### config.mk
export PLATFORM = sky130hd
export DESIGN_NAME = axis_conv_input_slice
export DESIGN_NICKNAME = d
export VERILOG_FILES = /design/src/rtl/axis_conv_input_slice.sv
export SDC_FILE = /design/constraint.sdc
export NUM_CORES = 1
export LEC_CHECK = 0
export ABC_CLOCK_PERIOD_IN_PS = 34800
export BUFFER_PORTS_ARGS = -buffer_cell sky130_fd_sc_hd__buf_2
export CAP_MARGIN = 20
export CORE_AREA = 2 2 428 430
export DETAILED_ROUTE_END_ITERATION = 8
export DIE_AREA = 0 0 430 432
export MAX_ROUTING_LAYER = met4
export SYNTH_ARGS = -nofsm -noshare
export SYNTH_HDL_FRONTEND = slang
export SYNTH_SLANG_ARGS = --single-unit
export TNS_END_PERCENT = 5
### constraint.sdc
create_clock -name aclk -period 34.8 [get_ports aclk]
set_input_delay 0 -clock aclk [delete_from_list [all_inputs] [get_ports aclk]]
set_output_delay 0 -clock aclk [all_outputs]
set_load 0.01 [all_outputs]
### src/rtl/axis_conv_input_slice.sv
// axis_conv_input_slice: two-entry full-throughput register slice feeding the conv engine
// Ports:
//   aclk, areset                        clock and synchronous active-high reset
//   s_axis_* / s_pixels_* / s_weights    input beat (tready depends on registered state only)
//   m_axis_* / m_pixels_* / m_weights    registered output beat
//   cfg_kernel_w_1                      kernel_w-1 of the last accepted config beat
//   frame_beats, frame_done             beat count of the last completed frame and its pulse
//   err_valid_drop                      sticky flag: tvalid withdrawn while stalled
module axis_conv_input_slice #(
  parameter int UNITS         = 8,
  parameter int CORES         = 4,
  parameter int MEMBERS       = 12,
  parameter int WORD_WIDTH    = 8,
  parameter int TUSER_WIDTH   = 16,
  parameter int I_IS_CONFIG   = 7,
  parameter int I_KERNEL_W_1  = 12,
  parameter int BITS_KERNEL_W = 2,
  parameter int BITS_BEATS    = 20
)(
  input  logic                                  aclk,
  input  logic                                  areset,
  output logic                                  s_axis_tready,
  input  logic                                  s_axis_tvalid,
  input  logic                                  s_axis_tlast,
  input  logic [TUSER_WIDTH-1:0]                s_axis_tuser,
  input  logic [WORD_WIDTH*UNITS-1:0]           s_pixels_1,
  input  logic [WORD_WIDTH*UNITS-1:0]           s_pixels_2,
  input  logic [WORD_WIDTH*CORES*MEMBERS-1:0]   s_weights,
  input  logic                                  m_axis_tready,
  output logic                                  m_axis_tvalid,
  output logic                                  m_axis_tlast,
  output logic [TUSER_WIDTH-1:0]                m_axis_tuser,
  output logic [WORD_WIDTH*UNITS-1:0]           m_pixels_1,
  output logic [WORD_WIDTH*UNITS-1:0]           m_pixels_2,
  output logic [WORD_WIDTH*CORES*MEMBERS-1:0]   m_weights,
  output logic [BITS_KERNEL_W-1:0]              cfg_kernel_w_1,
  output logic [BITS_BEATS-1:0]                 frame_beats,
  output logic                                  frame_done,
  output logic                                  err_valid_drop
);
  localparam int W_PIX = WORD_WIDTH*UNITS;
  localparam int W_WGT = WORD_WIDTH*CORES*MEMBERS;
  localparam int W_PAY = 1 + TUSER_WIDTH + 2*W_PIX + W_WGT;
  logic [W_PAY-1:0]      w_s_pay, r_m, r_s;
  logic                  r_vm, r_vs, r_stall, w_in_fire, w_out_fire;
  logic [BITS_BEATS-1:0] r_cnt, w_cnt_inc;
  assign w_s_pay = {s_axis_tlast, s_axis_tuser, s_pixels_1, s_pixels_2, s_weights};
  assign {m_axis_tlast, m_axis_tuser, m_pixels_1, m_pixels_2, m_weights} = r_m;
  assign s_axis_tready = ~r_vs;
  assign m_axis_tvalid = r_vm;
  assign w_in_fire     = s_axis_tvalid & ~r_vs;
  assign w_out_fire    = r_vm & m_axis_tready;
  assign w_cnt_inc     = &r_cnt ? r_cnt : r_cnt + 1'b1;
  // Skid entry only ever holds a beat while main is occupied, so vS implies vM.
  always_ff @(posedge aclk) begin
    if (areset) begin
      r_vm <= 1'b0;
      r_vs <= 1'b0;
    end else begin
      r_vm <= r_vs | w_in_fire | (r_vm & ~w_out_fire);
      r_vs <= r_vs ? ~w_out_fire : (r_vm & w_in_fire & ~w_out_fire);
    end
  end
  always_ff @(posedge aclk) begin
    if (r_vs & w_out_fire) r_m <= r_s;
    else if (w_in_fire & (~r_vm | w_out_fire)) r_m <= w_s_pay;
    if (w_in_fire & r_vm & ~w_out_fire) r_s <= w_s_pay;
  end
  always_ff @(posedge aclk) begin
    if (areset) begin
      r_cnt          <= '0;
      frame_beats    <= '0;
      frame_done     <= 1'b0;
      cfg_kernel_w_1 <= '0;
      r_stall        <= 1'b0;
      err_valid_drop <= 1'b0;
    end else begin
      frame_done <= w_out_fire & m_axis_tlast;
      if (w_out_fire) begin
        r_cnt <= m_axis_tlast ? '0 : w_cnt_inc;
        if (m_axis_tlast) frame_beats <= w_cnt_inc;
      end
      if (w_in_fire & s_axis_tuser[I_IS_CONFIG]) cfg_kernel_w_1 <= s_axis_tuser[I_KERNEL_W_1 +: BITS_KERNEL_W];
      r_stall        <= s_axis_tvalid & ~s_axis_tready;
      err_valid_drop <= err_valid_drop | (r_stall & ~s_axis_tvalid);
    end
  end
endmodule

==> results_dict.tcl, run 1 <==
set metrics [dict create \
    die_area_um2 186000 \
    fmax_mhz 192 \
    worst_pin_slew_ns 1.23 \
    setup.worst_path.start "m_axis_tvalid" \
    cts_made_buffers 117 \
    required_ns 35.24 \
    worstSetupPathType "reg2reg" \
    ff2ff_path_depth 7 \
    end_kind "register" \
    final.period_utilization 0.150 \
    fp.dieW_um 430 \
    firstDrtPassIters 4 \
    rsz0062_at_grt "false" \
    synth_area_um2 40500 \
    cts-root-buf "clkbuf_16" \
    avgSynthCellArea_um2 20.8 \
    pwr_density_cell_nw_per_um2 49.9 \
    slew_viol_final 0 \
    path_clk_slew_ns 0.06 \
    p_clk_frac 0.404 \
    grt_max_degree 167 \
    start_kind "register" \
    p_sw_mw 0.726 \
    setup_viol 0 \
    dp.final_hpwl_um 97800 \
    whs_endpoint "r_s[248]" \
    min_from "s_weights[248]" \
    synth_edf_count 1058 \
    grtUsageTotal 0.152 \
    syn_inst 1944 \
    switching_share 0.232 \
    seq_area_frac_synth 0.807 \
    cts_setup_buffers 0 \
    drt_iter0_markers 1770 \
    pwr-share-seq 0.497 \
    layout_commonest_cell "buf_2" \
    arrival_ns 5.65 \
    finalHoldViolCount 0 \
    r2r_end "r_m[192]" \
    power_mw 3.13 \
    area_delta_synth_final_pct 54.9 \
    cts_htree_levels 3 \
    synthFlopType "edfxtp_1" \
    routedWlPerCell_um 21.7 \
    syn_nets 2478 \
    skew_ns 0.0577 \
    status "finished clean" \
    via_per_inst 4.12 \
    final_antenna_net_count 0 \
    synth-seq-cells 1105 \
    fin_area_um2 62800 \
    rows 157 \
    cap_violations 0 \
    dieHeight_um 432 \
    leakage_nw 23.5 \
    r2r-start "m_axis_tvalid" \
    ff2ff_setup_slack_ns 29.59 \
    start_util 0.223 \
    postCtsResizedCells 0 \
    synth.distinct_cells 60 \
    layout_common_cells "buf_2, edfxtp_1, dlygate4sd3_1" \
    finalSetupTns_ns 0 \
    routed_wl_um 144000 \
    hold_buffers 1002 \
    vdd_drop_max_uv 39.5 \
    period_minus_slack_ns 5.21 \
    vias 27300 \
    crit_fanout 70 \
    io_pins 1088 \
    portBuffers 1087 \
    max_slew_margin 0.178 \
    place_congestion 0.894 \
    fin_util 0.345 \
    yosys_warnings 0 \
    placed_area_um2 48700 \
    finalNetCount 4633 \
    synth-async-reset-ratio 0 \
    grt_pass1_wl_um 202000 \
    cts.path.max_buffers 3 \
    hold_path.class "in2reg" \
    core_um2 182000 \
    antenna_found_initial 67 \
    whs_path_depth 2 \
    drive_above_1_share 0.437 \
    p_int_mw 2.41 \
    cts_tree "done" \
    drc_errors 0 \
    clk_latency_ns 0.75 \
    grt_pass1_vias 28500 \
    p_comb_frac 0.099 \
    n_fill_cell 17100 \
    cts_sinks 1105 \
    grt_overflow 0 \
]
==> worst max-delay path by stage <==
stage / endpoint / depth (start not counted)
3_3_place_gp: r_m[354] / 7
6_report: r_m[192] / 7
3_5_place_dp: r_m[170] / 7
4_1_cts: r_m[192] / 7
2_1_floorplan: r_m[0] / 3
5_1_grt: r_m[192] / 7
==> state kept, by name (all words and copies together) (netlist names) <==
name            count
r_s               529
r_m               529
r_cnt              20
m_axis_tvalid       1
cfg_kernel_w_1      2
err_valid_drop      1
r_stall             1
frame_done          1
frame_beats        20
r_vs                1
==> cell usage after synthesis (2+ instances only) <==
cell | n | share of area
nor4_4 | 2 | 0.0010
xnor2_1 | 4 | 0.00086
and4_1 | 4 | 0.00086
dfxtp_1 | 47 | 0.023
a31o_2 | 2 | 0.00043
a22oi_1 | 2 | 0.00037
o21a_1 | 2 | 0.00037
a31oi_1 | 7 | 0.0011
nand4_2 | 2 | 0.00062
nand2b_1 | 3 | 0.00046
clkbuf_1 | 12 | 0.0011
clkbuf_8 | 2 | 0.00068
a21oi_1 | 31 | 0.0038
o21ai_1 | 2 | 0.00025
o21ai_0 | 8 | 0.00099
nand2_1 | 32 | 0.0030
o211ai_1 | 5 | 0.00093
nor3_1 | 9 | 0.0011
o31ai_1 | 2 | 0.00037
a22o_1 | 2 | 0.00043
nand3_2 | 2 | 0.00049
a211oi_1 | 9 | 0.0017
nor4_2 | 2 | 0.00062
buf_6 | 6 | 0.0017
a311oi_1 | 3 | 0.00065
nand3_1 | 13 | 0.0016
mux2_2 | 529 | 0.15
inv_1 | 6 | 0.00056
xor2_1 | 7 | 0.0015
nand4_1 | 4 | 0.00062
buf_2 | 56 | 0.0069
edfxtp_1 | 1058 | 0.78
nor2_1 | 34 | 0.0031
or3_1 | 4 | 0.00062
a21o_1 | 3 | 0.00056
mux2i_1 | 4 | 0.00099
==> per-layer routing <==
metal  GRT usage  vias to the layer above  part of all wire
li1            -                    12100                 -
met1       0.179                    13900              0.40
met2       0.245                     1069              0.49
met3      0.0428                      242             0.074
met4      0.0627                        0             0.043
met5           -                        -                 0
==> power groups by stage <==
| stage | logic (mW) | clock network, mW | registers (mW) |
|---|---|---|---|
| finish | 0.309 | 1.26 | 1.56 |
| detailed placement | 0.215 | 0 | 1.58 |
| floorplan | 0.0577 | 0 | 1.67 |
| global route | 0.328 | 1.34 | 1.56 |
| global placement | 0.212 | 0 | 1.58 |
| CTS | 0.311 | 1.29 | 1.56 |
==> logic make-up after synthesis <==
| kind of cell | count (synthesis) | share of synthesized area |
|---|---|---|
| DFF | 1105 | 0.807 |
| and+or+nand+nor | 127 | 0.0173 |
| buffers and inverters | 84 | 0.0112 |
| AOI/OAI and AO/OA | 83 | 0.0136 |
| muxes | 533 | 0.148 |
| adders and majority gates | 1 | 0.000309 |
| xor gates and xnor gates | 11 | 0.00238 |
==> critical path, cell delays in order, from the launching register on <==
cell and delay, ns:
dfxtp_1 0.34, and2_2 0.28, nand2_4 0.47, buf_4 0.70, buf_4 0.86, buf_4 0.89, buf_4 0.74, mux2_2 0.41
==> final cells by class <==
cell class                 instances  area [um^2]  area share
sequential                      1105        32700       0.521
timing repair buffer            2114        15700       0.250
multi-input combinational        755         7390       0.118
clock buffer                     147         3060      0.0488
tap                             2385         2980      0.0475
clock inverter                    71          767      0.0122
antenna                           54          135     0.00215
inverter                           6         22.5    0.000359
==> stage by stage <==
stage                     instances  setup slack (ns)  hold slack, ns
after floorplan                1944              7.23          0.0989
after global placement         5362             29.61           0.188
after detailed placement       5362             29.58           0.191
after CTS                      6582             29.54        0.000464
after global routing           6628             29.28          0.0189
final                          6637             29.59          0.0733
(Power assumes the default switching activity.)
==> inputs of run 2 (changes only) <==
--- a/config.mk
+++ b/config.mk
@@ -5,7 +5,7 @@
 export SDC_FILE = /design/constraint.sdc
 export NUM_CORES = 1
 export LEC_CHECK = 0
-export ABC_CLOCK_PERIOD_IN_PS = 34800
+export ABC_CLOCK_PERIOD_IN_PS = 5000
 export BUFFER_PORTS_ARGS = -buffer_cell sky130_fd_sc_hd__buf_2
 export CAP_MARGIN = 20
 export CORE_AREA = 2 2 428 430
==> constraint.sdc (replaced) <==
create_clock -name aclk -period 5 [get_ports aclk]
set_input_delay 0 -clock aclk [delete_from_list [all_inputs] [get_ports aclk]]
set_output_delay 0 -clock aclk [all_outputs]
set_load 0.01 [all_outputs]
==> results_dict.tcl, run 2 (synthesis results as in run 1) <==
set metrics [dict create \
    cts_sinks 1105 \
    finalNetCount 4682 \
    core_um2 182000 \
    fin_ws_ns 2.33 \
    place_congestion 0.936 \
    placed_cells 5370 \
    start_kind "register" \
    vdd_drop_max_uv 298 \
    cts-root-buf "clkbuf_16" \
    r2r_end "r_m[159]" \
    dieHeight_um 432 \
    ff2ff_path_depth 4 \
    reg.largest.list "r_m x529, r_s x529" \
    grt_overflow 0 \
    crit_fanout 127 \
    leakage_nw 23.8 \
    clk_latency_ns 0.75 \
    io_pins 1088 \
    layout.cells.non_filler 6698 \
    arrival_ns 3.12 \
    grt_max_degree 137 \
    cts_htree_levels 3 \
    drc_errors 0 \
    setup_viol 0 \
    vias 27400 \
    end_kind "register" \
    n_fill_cell 17100 \
    dp.final_hpwl_um 98800 \
    grtUsageTotal 0.155 \
    portBuffers 1087 \
    postCtsResizedCells 0 \
    fp.dieW_um 430 \
    drt_iter0_markers 2018 \
    path_clk_slew_ns 0.06 \
    routed_wl_um 146000 \
    worst_pin_slew_ns 0.979 \
    die_area_um2 186000 \
    whs_path_depth 2 \
    slew_viol_final 0 \
    grt_pass1_wl_um 203000 \
    cts_setup_buffers 0 \
    hold_buffers 1040 \
    layout_commonest_cell "buf_2" \
    rsz0062_at_grt "false" \
    fmax_mhz 375 \
    whs_endpoint "r_s[89]" \
    period_minus_slack_ns 2.67 \
    pwr_density_cell_nw_per_um2 346 \
    layout_common_cells "buf_2, edfxtp_1, dlygate4sd3_1" \
    firstDrtPassIters 6 \
    via_per_inst 4.09 \
    setup.worst_path.start "m_axis_tvalid" \
    routedWlPerCell_um 21.8 \
    antenna_found_initial 64 \
    area_delta_synth_final_pct 56.8 \
    status "finished clean" \
    rows 157 \
    ff2ff_setup_slack_ns 2.33 \
    r2r-start "m_axis_tvalid" \
    max_slew_margin 0.347 \
    grt_pass1_vias 28400 \
    fin_util 0.350 \
    cap_violations 0 \
    min_from "s_weights[89]" \
    skew_ns 0.0604 \
    required_ns 5.45 \
    cts_made_buffers 121 \
    start_util 0.223 \
    final_antenna_net_count 0 \
    worstSetupPathType "reg2reg" \
    cts_tree "done" \
    drive_above_1_share 0.435 \
    final.period_utilization 0.534 \
    hold_path.class "in2reg" \
    finalHoldViolCount 0 \
    pre_cts_slack_ns 2.39 \
    cts.path.max_buffers 3 \
]
-- run 2: changes by cell type in the layout (fill, tap and decap cells not counted), moves of 5 or more --
cell           delta
buf_12           +17
buf_4             -9
clkbuf_8          +6
clkinv_2          +7
clkinvlp_4        -5
diode_2           +7
dlygate4sd3_1    +38
-- run 2: critical path, stage by stage, from the launching register on --
cell	delay, ns
dfxtp_4	0.36
and2_2	0.27
nand2_4	0.50
buf_12	0.55
mux2_2	0.43
-- run 2: worst max path at each step --
stage                     to  slack [ns]  depth (start not counted)
floorplan             r_s[0]       -8.44                          2
global placement     r_m[45]        2.42                          4
detailed placement  r_m[328]        2.39                          5
CTS                 r_m[159]        2.35                          4
global route        r_m[392]        2.28                          4
finish              r_m[159]        2.33                          4
-- run 2: layout make-up --
type	count	area [um^2]	share of cell area
multi-input cells	755	7390	0.116
flip-flops and latches	1105	32700	0.515
diodes	61	153	0.00240
clock inverters	71	682	0.0107
inverters	6	22.5	0.000355
repair buffers	2159	16300	0.257
clock buffers	156	3240	0.0510
well taps	2385	2980	0.0470
-- run 2: routing by layer --
| metal | up-vias | part of all wire | wire length (um) | GRT usage |
|---|---|---|---|---|
| li1 | 12300 | - | - | - |
| met1 | 13700 | 0.40 | 58100 | 0.182 |
| met2 | 1127 | 0.47 | 68700 | 0.237 |
| met3 | 278 | 0.080 | 11700 | 0.0461 |
| met4 | 0 | 0.053 | 7790 | 0.0825 |
| met5 | - | 0 | 0 | - |
-- run 2: report_power, final --
part,leakage (nW),switching (mW),internal [mW]
sequential,10.3,0.168,10.7
combinational,11.6,1.08,1.11
clock,1.92,3.92,5.01
-- run 2: per-stage QoR --
stage / power (mW) / instance area [um^2] / TNS, ns / hold WS, ns
2_1_floorplan: 11.7 / 40600 / -6987.68 / 0.0989
3_3_place_gp: 12.5 / 49000 / 0 / 0.189
3_5_place_dp: 12.5 / 49000 / 0 / 0.191
4_1_cts: 22.2 / 63400 / 0 / 0.0000601
5_1_grt: 22.7 / 63500 / 0 / 0.0307
6_report: 22.0 / 63500 / 0 / 0.0802
